`config.mk`:
```
export PLATFORM = sky130hd
export DESIGN_NAME = multicycle_ctrl
export DESIGN_NICKNAME = d
export VERILOG_FILES = /design/src/rtl/mips_ctrl_pkg.sv /design/src/rtl/mem_wait_timer.sv /design/src/rtl/multicycle_ctrl.sv
export SDC_FILE = /design/constraint.sdc
export NUM_CORES = 1
export LEC_CHECK = 0
export CAP_MARGIN = 20
export CORE_UTILIZATION = 41
export DETAILED_ROUTE_END_ITERATION = 10
export PLACE_DENSITY = 0.82
export SYNTH_ARGS = -nofsm -noshare
export SYNTH_HDL_FRONTEND = slang
export SYNTH_SLANG_ARGS = --single-unit
```
`constraint.sdc`:
```
create_clock -name clk -period 1.7 [get_ports clk]
set_input_delay 0.255 -clock clk [delete_from_list [all_inputs] [get_ports clk]]
set_output_delay 0.255 -clock clk [all_outputs]
set_load 0.01 [all_outputs]
```
`src/rtl/mips_ctrl_pkg.sv`:
```
// Shared types and encodings for the multicycle MIPS control path.
package mips_ctrl_pkg;

  typedef enum logic [3:0] {
    S_IDLE   = 4'd0,
    S_FETCH  = 4'd1,
    S_DECODE = 4'd2,
    S_EXEC_R = 4'd3,
    S_EXEC_I = 4'd4,
    S_ADDR   = 4'd5,
    S_MEM_RD = 4'd6,
    S_MEM_WR = 4'd7,
    S_WB_R   = 4'd8,
    S_WB_I   = 4'd9,
    S_WB_LW  = 4'd10,
    S_BRANCH = 4'd11,
    S_JUMP   = 4'd12,
    S_TRAP   = 4'd13
  } state_t;

  localparam logic [5:0] OP_R    = 6'b000000;
  localparam logic [5:0] OP_LW   = 6'b100011;
  localparam logic [5:0] OP_SW   = 6'b101011;
  localparam logic [5:0] OP_BEQ  = 6'b000100;
  localparam logic [5:0] OP_J    = 6'b000010;
  localparam logic [5:0] OP_ADDI = 6'b001000;

  localparam logic [2:0] ALU_ADD   = 3'b000;
  localparam logic [2:0] ALU_SUB   = 3'b001;
  localparam logic [2:0] ALU_FUNCT = 3'b010;

  localparam logic [1:0] PC_PLUS4  = 2'b00;
  localparam logic [1:0] PC_BRANCH = 2'b01;
  localparam logic [1:0] PC_JUMP   = 2'b10;

  localparam logic [1:0] TRAP_NONE    = 2'b00;
  localparam logic [1:0] TRAP_ILLEGAL = 2'b01;
  localparam logic [1:0] TRAP_TIMEOUT = 2'b10;

  function automatic logic isMemState(input state_t s);
    return (s == S_FETCH) || (s == S_MEM_RD) || (s == S_MEM_WR);
  endfunction

endpackage

```
`src/rtl/mem_wait_timer.sv`:
```
// Counts cycles a memory request waits without mem_ready; flags the last
// allowed wait cycle so the FSM can trap instead of waiting further.
module mem_wait_timer #(
  parameter int unsigned MEM_TIMEOUT = 15
) (
  input  logic clk,
  input  logic rst_n,
  input  logic clear,
  input  logic waiting,
  output logic timeout
);

  localparam logic [7:0] LAST_WAIT = 8'(MEM_TIMEOUT - 1);

  logic [7:0] count;

  always_ff @(posedge clk or negedge rst_n) begin
    if (!rst_n) begin
      count <= '0;
    end else if (clear) begin
      count <= '0;
    end else if (waiting && (count != '1)) begin
      count <= count + 8'd1;
    end
  end

  // count holds prior misses, so this fires on the MEM_TIMEOUT-th miss
  assign timeout = waiting && (count == LAST_WAIT);

endmodule

```
`src/rtl/multicycle_ctrl.sv`:
```
// Multicycle MIPS control FSM: fetch/decode/sequence over a shared memory
// port and ALU, with memory timeout and illegal-opcode traps.
module multicycle_ctrl
  import mips_ctrl_pkg::*;
#(
  parameter int unsigned MEM_TIMEOUT = 15
) (
  input  logic       clk,
  input  logic       rst_n,
  input  logic       run,
  input  logic [5:0] Op,
  input  logic       Zero,
  input  logic       mem_ready,
  output logic       mem_req,
  output logic       IorD,
  output logic       IRWrite,
  output logic       PCWrite,
  output logic [1:0] PCSrc,
  output logic       RegDst,
  output logic       Branch,
  output logic       MemToRead,
  output logic       MemToReg,
  output logic       MemToWrite,
  output logic       ALUSrc,
  output logic       RegWrite,
  output logic       jump,
  output logic [2:0] ALUOp,
  output logic       instr_done,
  output logic       trap,
  output logic [1:0] trap_cause,
  output logic [3:0] state_dbg
);

  state_t     state, stateNext;
  logic [1:0] causeReg, causeNext;
  logic       inMemState, memWait, memClear, memTimeout;

  assign inMemState = isMemState(state);
  assign memWait    = inMemState && !mem_ready;
  assign memClear   = !inMemState || mem_ready;

  mem_wait_timer #(.MEM_TIMEOUT(MEM_TIMEOUT)) u_timer (
    .clk     (clk),
    .rst_n   (rst_n),
    .clear   (memClear),
    .waiting (memWait),
    .timeout (memTimeout)
  );

  always_ff @(posedge clk or negedge rst_n) begin
    if (!rst_n) begin
      state    <= S_IDLE;
      causeReg <= TRAP_NONE;
    end else begin
      state    <= stateNext;
      causeReg <= causeNext;
    end
  end

  always_comb begin
    stateNext  = state;
    causeNext  = causeReg;
    mem_req    = 1'b0;
    IorD       = 1'b0;
    IRWrite    = 1'b0;
    PCWrite    = 1'b0;
    PCSrc      = PC_PLUS4;
    RegDst     = 1'b0;
    Branch     = 1'b0;
    MemToRead  = 1'b0;
    MemToReg   = 1'b0;
    MemToWrite = 1'b0;
    ALUSrc     = 1'b0;
    RegWrite   = 1'b0;
    jump       = 1'b0;
    ALUOp      = ALU_ADD;
    instr_done = 1'b0;
    trap       = 1'b0;

    unique case (state)
      S_IDLE: begin
        if (run) stateNext = S_FETCH;
      end
      S_FETCH: begin
        mem_req   = 1'b1;
        MemToRead = 1'b1;
        ALUSrc    = 1'b1;
        ALUOp     = ALU_ADD;
        if (mem_ready) begin
          IRWrite   = 1'b1;
          PCWrite   = 1'b1;
          PCSrc     = PC_PLUS4;
          stateNext = S_DECODE;
        end else if (memTimeout) begin
          stateNext = S_TRAP;
          causeNext = TRAP_TIMEOUT;
        end
      end
      S_DECODE: begin
        unique case (Op)
          OP_R:         stateNext = S_EXEC_R;
          OP_ADDI:      stateNext = S_EXEC_I;
          OP_LW, OP_SW: stateNext = S_ADDR;
          OP_BEQ:       stateNext = S_BRANCH;
          OP_J:         stateNext = S_JUMP;
          default: begin
            stateNext = S_TRAP;
            causeNext = TRAP_ILLEGAL;
          end
        endcase
      end
      S_EXEC_R: begin
        ALUOp     = ALU_FUNCT;
        stateNext = S_WB_R;
      end
      S_WB_R: begin
        RegDst     = 1'b1;
        RegWrite   = 1'b1;
        ALUOp      = ALU_FUNCT;
        instr_done = 1'b1;
        stateNext  = run ? S_FETCH : S_IDLE;
      end
      S_EXEC_I: begin
        ALUSrc    = 1'b1;
        stateNext = S_WB_I;
      end
      S_WB_I: begin
        RegWrite   = 1'b1;
        instr_done = 1'b1;
        stateNext  = run ? S_FETCH : S_IDLE;
      end
      S_ADDR: begin
        ALUSrc    = 1'b1;
        stateNext = (Op == OP_SW) ? S_MEM_WR : S_MEM_RD;
      end
      S_MEM_RD: begin
        mem_req   = 1'b1;
        IorD      = 1'b1;
        MemToRead = 1'b1;
        if (mem_ready) begin
          stateNext = S_WB_LW;
        end else if (memTimeout) begin
          stateNext = S_TRAP;
          causeNext = TRAP_TIMEOUT;
        end
      end
      S_WB_LW: begin
        MemToReg   = 1'b1;
        RegWrite   = 1'b1;
        instr_done = 1'b1;
        stateNext  = run ? S_FETCH : S_IDLE;
      end
      S_MEM_WR: begin
        mem_req    = 1'b1;
        IorD       = 1'b1;
        MemToWrite = 1'b1;
        if (mem_ready) begin
          instr_done = 1'b1;
          stateNext  = run ? S_FETCH : S_IDLE;
        end else if (memTimeout) begin
          stateNext = S_TRAP;
          causeNext = TRAP_TIMEOUT;
        end
      end
      S_BRANCH: begin
        ALUOp      = ALU_SUB;
        Branch     = 1'b1;
        PCSrc      = PC_BRANCH;
        PCWrite    = Zero;
        instr_done = 1'b1;
        stateNext  = run ? S_FETCH : S_IDLE;
      end
      S_JUMP: begin
        jump       = 1'b1;
        PCSrc      = PC_JUMP;
        PCWrite    = 1'b1;
        instr_done = 1'b1;
        stateNext  = run ? S_FETCH : S_IDLE;
      end
      S_TRAP: begin
        trap = 1'b1;
      end
      default: begin
        stateNext = S_IDLE;
      end
    endcase
  end

  assign trap_cause = causeReg;
  assign state_dbg  = state;

endmodule

```
### Word level (Yosys, flattened, before mapping)

Index checks and enable logic that the tools add are counted.

| storage, ports and cells | value |
|---|---|
| bits in registers | 14 |
| input bits | 11 |
| output and inout port bits | 25 |
| word-level logic and storage cells | 84 |

| operators by class | value |
|---|---|
| add/sub/neg operators | 1 |
| eq/ne operators | 24 |
| mux-type cells | 32 |
| bitwise logic cells | 1 |
| reduce and logical (&&, ||, !) cells | 23 |

Operators with widths:

| cell | count |
|---|---|
| $pmux W4 S10 | 1 |
| $eq A4 B4 Y1 const B | 6 |
| $mux W4 | 5 |
| $pmux W4 S5 | 1 |
| $eq A4 B3 Y1 const B | 4 |
| $mux W8 | 2 |
| $mux W1 | 15 |
| $eq A6 B6 Y1 const B | 2 |
| $pmux W2 S2 | 3 |
| $reduce_or A3 Y1 | 3 |
| $add A8 B1 Y8 const B | 1 |
| $eq A4 B2 Y1 const B | 2 |
| $eq A8 B4 Y1 const B | 1 |
| $ne A8 B8 Y1 const B | 1 |
| $reduce_or A2 Y1 | 4 |
| $eq A6 B2 Y1 const B | 1 |
| $eq A6 B3 Y1 const B | 1 |
| $eq A6 B4 Y1 const B | 1 |
| $logic_not A6 Y1 | 1 |
| $mux W2 | 3 |
| $ne A2 B2 Y1 const B | 3 |
| $reduce_or A6 Y1 | 1 |
| $reduce_or A5 Y1 | 1 |
| $eq A4 B1 Y1 const B | 1 |
| other kinds (11) | 17 |

### Logic depth before layout (Yosys ltp)

| depth | value |
|---|---|
| depth after elaboration | 8 |
| mapped depth | 6 |
| mapped depth without buffers | 6 |

### By module

A second synthesis with hierarchy kept.

| second synthesis, totals | value |
|---|---|
| cells, all modules | 153 |
| area total of the unflattened synthesis | 1204.9 um^2 |

Modules (own cells, without submodules):

| module | times used | cells an instance | area an instance (um^2) | seq. area each (um^2) |
|---|---|---|---|---|
| multicycle_ctrl | 1 | 100 | 681.9 | 150.1 |
| mem_wait_timer | 1 | 53 | 523.0 | 200.2 |

### Worst setup path after synthesis

OpenSTA, ideal clock, no wires.

| path | value |
|---|---|
| path kind | register to register |
| start point | reg state[1], in the netlist state_dbg[1] |
| end point | reg causeReg[0], in the netlist trap_cause[0] |
| library setup time | 0.119 ns |
| arrival | 1.649 ns |
| required time | 1.581 ns |
| setup slack | -0.067 ns |
| stages on the path, launching flop included | 6 |
| path buffers | 1 |
| clock period less this slack | 1.767 ns |
| path through | dfrtp_1 or3b_4 a211o_1 buf_6 or2_4 o21a_1 |

| between the ends | value |
|---|---|
| word-level cells in the longest chain between the ends | 7 |
| elaborated cells between the ends (all ways) | 15 |
| those cells by class | 7 x eq/ne; 1 x mux; 7 x reduce/logical |

Ends and longest elaborated chain:

| what | RTL line | text |
|---|---|---|
| start: declaration | multicycle_ctrl.sv:34 | `state_t state, stateNext;` |
| start signal: assignment | multicycle_ctrl.sv:55 | `state <= stateNext;` |
| $eq A4 B1 Y1 or $eq A4 B3 Y1 (tied branches) | mips_ctrl_pkg.sv:41, multicycle_ctrl.sv:80 |  |
| $logic_or A1 B1 Y1 (2 in series) | mips_ctrl_pkg.sv:41 | `return (s == S_FETCH) \|\| (s == S_MEM_RD) \|\| (s == S_MEM_WR);` |
| $logic_and A1 B1 Y1 | multicycle_ctrl.sv:39 | `assign memWait = inMemState && !mem_ready;` |
| $logic_and A1 B1 Y1 | mem_wait_timer.sv:28 | `assign timeout = waiting && (count == LAST_WAIT);` |
| $ne A2 B1 Y1 (no line) | - |  |
| $reduce_and A4 Y1 (no line) | - |  |
| end signal: assignment | multicycle_ctrl.sv:56 | `causeReg <= causeNext;` |
| end: declaration | multicycle_ctrl.sv:35 | `logic [1:0] causeReg, causeNext;` |

Several ways; a longest one is shown, not always the timed one.
A chain may end at the register's enable or synchronous reset.

### Worst setup path in the final report

| path | value |
|---|---|
| start point | reg state[2], in the netlist state_dbg[2] |
| end point | reg causeReg[0], in the netlist trap_cause[0] |

Same word-level chain as after synthesis.

==> impl_metrics.tcl <==
set metrics [dict create \
    synth.distinct_cells 45 \
    final_common_cell "buf_4" \
    fin_skew_ns 0.00920 \
    endpoint_kind "flip-flop" \
    timing.rr.end "trap_cause[0]" \
    antenna_found_initial 0 \
    slew_headroom_pct 59.4 \
    max_freq_ghz 0.549 \
    syn-mean-instance-area_um2 7.84 \
    synthCells 137 \
    die-area_um2 2830 \
    synth_top_area_share_pct 32.6 \
    cp.arrival_ns 2.01 \
    tightest_slew_ns 0.608 \
    htreeDepth 1 \
    crit_type "flip-flop to flip-flop" \
    initial_core_util_pct 43.3 \
    io_buffers 34 \
    dpl.hpwl_um 2600 \
    drv_cap 0 \
    synth_edf_count 0 \
    synth_area_leaders "dfrtp_1 33%, nor2_1 6.3%, nor3_1 5.1%" \
    mostFrequentLayoutCells "34 x buf_4, 14 x clkdlybuf4s50_1, 13 x nor2_1, 13 x buf_2, 11 x dfrtp_1" \
    rr_startpoint "state_dbg[2]" \
    grt.overflow.total 0 \
    min_period_ns 1.82 \
    crit_start "state_dbg[2]" \
    num_rows 18 \
    synth_xor_area_share_pct 2.45 \
    hold_violations 0 \
    placedCellCount 226 \
    reg2reg_depth 5 \
    vdd_drop_max_v 0.00109 \
    ff2ff_setup_slack_ns -0.12 \
    globalplace.congestion 0.910 \
    critPathMaxStageDelay_ns 0.46 \
    vias 1323 \
    cp_max_fo 4 \
    wl_per_cell_um 16.0 \
    first_global_vias 1291 \
    grt_first_pass_wirelength_um 5600 \
    grt_max_degree 15 \
    setup_viol 10 \
    ys.flop_type "dfrtp_1" \
    die_w_um 53.2 \
    yosys_warnings 0 \
    die_height_um 53.2 \
    ios 36 \
    power_leakage_uw 0.000838 \
    cts_buffers 3 \
    area_growth_pct 70.7 \
    synth_fa_ha_area_share_pct 3.26 \
    path_cells "buf_6, or3b_4, a211o_1, or2_4, o21a_1" \
    fin_cells 237 \
    ctsLongestPathBuffers 2 \
    synth_top_family_by_area "simple AND/OR/NAND/NOR gates" \
    yosys.area.top_type "dfrtp_1" \
    cp.required_ns 1.88 \
    dr.pass1.iters 4 \
    synth_compound_area_share_pct 22.3 \
    violations "setup timing" \
    synth.net_count 150 \
    grt_setup_unrepaired "yes" \
    cp-start-kind "flip-flop" \
    ys_ff_latch 14 \
    min_path_type "input pin to asynchronous set/reset pin" \
    status "finished, violations left" \
    final_nets 221 \
    cellPowerDensity_nw_per_um2 1270 \
    diodes 0 \
    cts_sinks 14 \
    muxShareOfSynthArea_pct 2.80 \
    netlist_area_um2 1070 \
    clkLatencyLatePin_ns 0.29 \
    viasPerCell 5.58 \
    synthArstFlopShare_pct 100 \
    final_antenna_net_count 0 \
    whs_ns 0.343 \
    hold_buffers 0 \
    drive_gt1_share_pct 44.4 \
    clk_pin_slew_ns 0.09 \
    synth-simple-area-share_pct 28.9 \
    root_buffer "clkbuf_4" \
    dr.first_iter.drc_count 34 \
    fin_ws_ns -0.122 \
    critPathSlowestCell "dfrtp_2" \
    remaining_drc_errors 0 \
    yosysSeqAreaShare_pct 32.6 \
    wl_um 3790 \
    post-route-period-util_pct 107 \
    core_um2 2480 \
    maxSlewViolCount 0 \
    grt_usage_pct 27.3 \
    cts_tree "done" \
]
## worst max-delay path: cells and delay by family, from the launching register on
kind / cells / cell delay [ns]
AO/OA/AOI/OAI: 2 / 0.43
AND/OR/NAND/NOR: 2 / 0.70
flip-flops: 1 / 0.46
buffers and inverters: 1 / 0.13
## cells in the mapped netlist, drive strengths merged (3+ instances only)
library cell,instances
nor2,18
dfrtp,14
nor3,11
inv,8
nand2,7
o21ai,7
a21oi,6
clkbuf,5
a211oi,4
buf,4
nand2b,4
nand3,4
a31oi,3
and2,3
and3,3
mux2i,3
nor2b,3
## layer usage
metal  vias up  wire [um]  GRT usage [%]
met1       616       1470           29.3
met3        11        233           2.01
met2        65       2010           53.8
met5         -          0              0
li1        631          -              -
met4         0         85           10.5
## power by group
| group | leakage (uW) | internal (uW) | switching (uW) |
|---|---|---|---|
| registers | 0.000181 | 401 | 64.0 |
| logic | 0.000636 | 835 | 786 |
| clock network | 0.0000210 | 131 | 107 |
| total | 0.000838 | 1370 | 957 |
## through the flow
stage	util, %	setup slack (ns)	total power (uW)	area [um2]	TNS [ns]
finish	74.0	-0.122	2320	1830	-0.784
global route	74.0	-0.144	2450	1830	-1.28
floorplan	-	0.00152	1090	1090	0
detailed placement	67.5	-0.415	1840	1670	-1.76
CTS	72.3	-0.103	2180	1790	-0.498
global placement	67.5	-0.335	1790	1670	-1.46
## flip-flops by register name, summed over array words and instances, names as in the netlist
name,count
state_dbg,4
u_timer.count,8
trap_cause,2
## logic make-up after synthesis
logic type	after synthesis
AOI/OAI and AO/OA	35
xor gates and xnor gates	3
adders and majority gates	3
buffers and inverters	17
DFF	14
muxes	3
other	1
and+or+nand+nor	61
## final cells by class
| cell class | count | area, um2 |
|---|---|---|
| Clock buffer | 4 | 36.3 |
| Fill cell | 190 | 644 |
| Inverter | 8 | 32.5 |
| Multi-Input combinational cell | 106 | 766 |
| Sequential cell | 14 | 354 |
| Tap cell | 30 | 37.5 |
| Timing Repair Buffer | 75 | 607 |
## worst max-delay path by stage
stage	end	slack [ns]	cells after the start
2_1_floorplan	trap_cause[0]	0.002	5
3_3_place_gp	PCWrite	-0.33	5
3_5_place_dp	PCWrite	-0.42	5
4_1_cts	PCWrite	-0.10	6
5_1_grt	MemToRead	-0.14	4
6_report	trap_cause[0]	-0.12	5
## timing repair
action	CTS	global route
gates cloned	0	0
buffers inserted	7	1
pin swaps	3	5
resized for setup	75	28
setup endpoints to repair	19	25
Power figures use the tool's default switching activity.
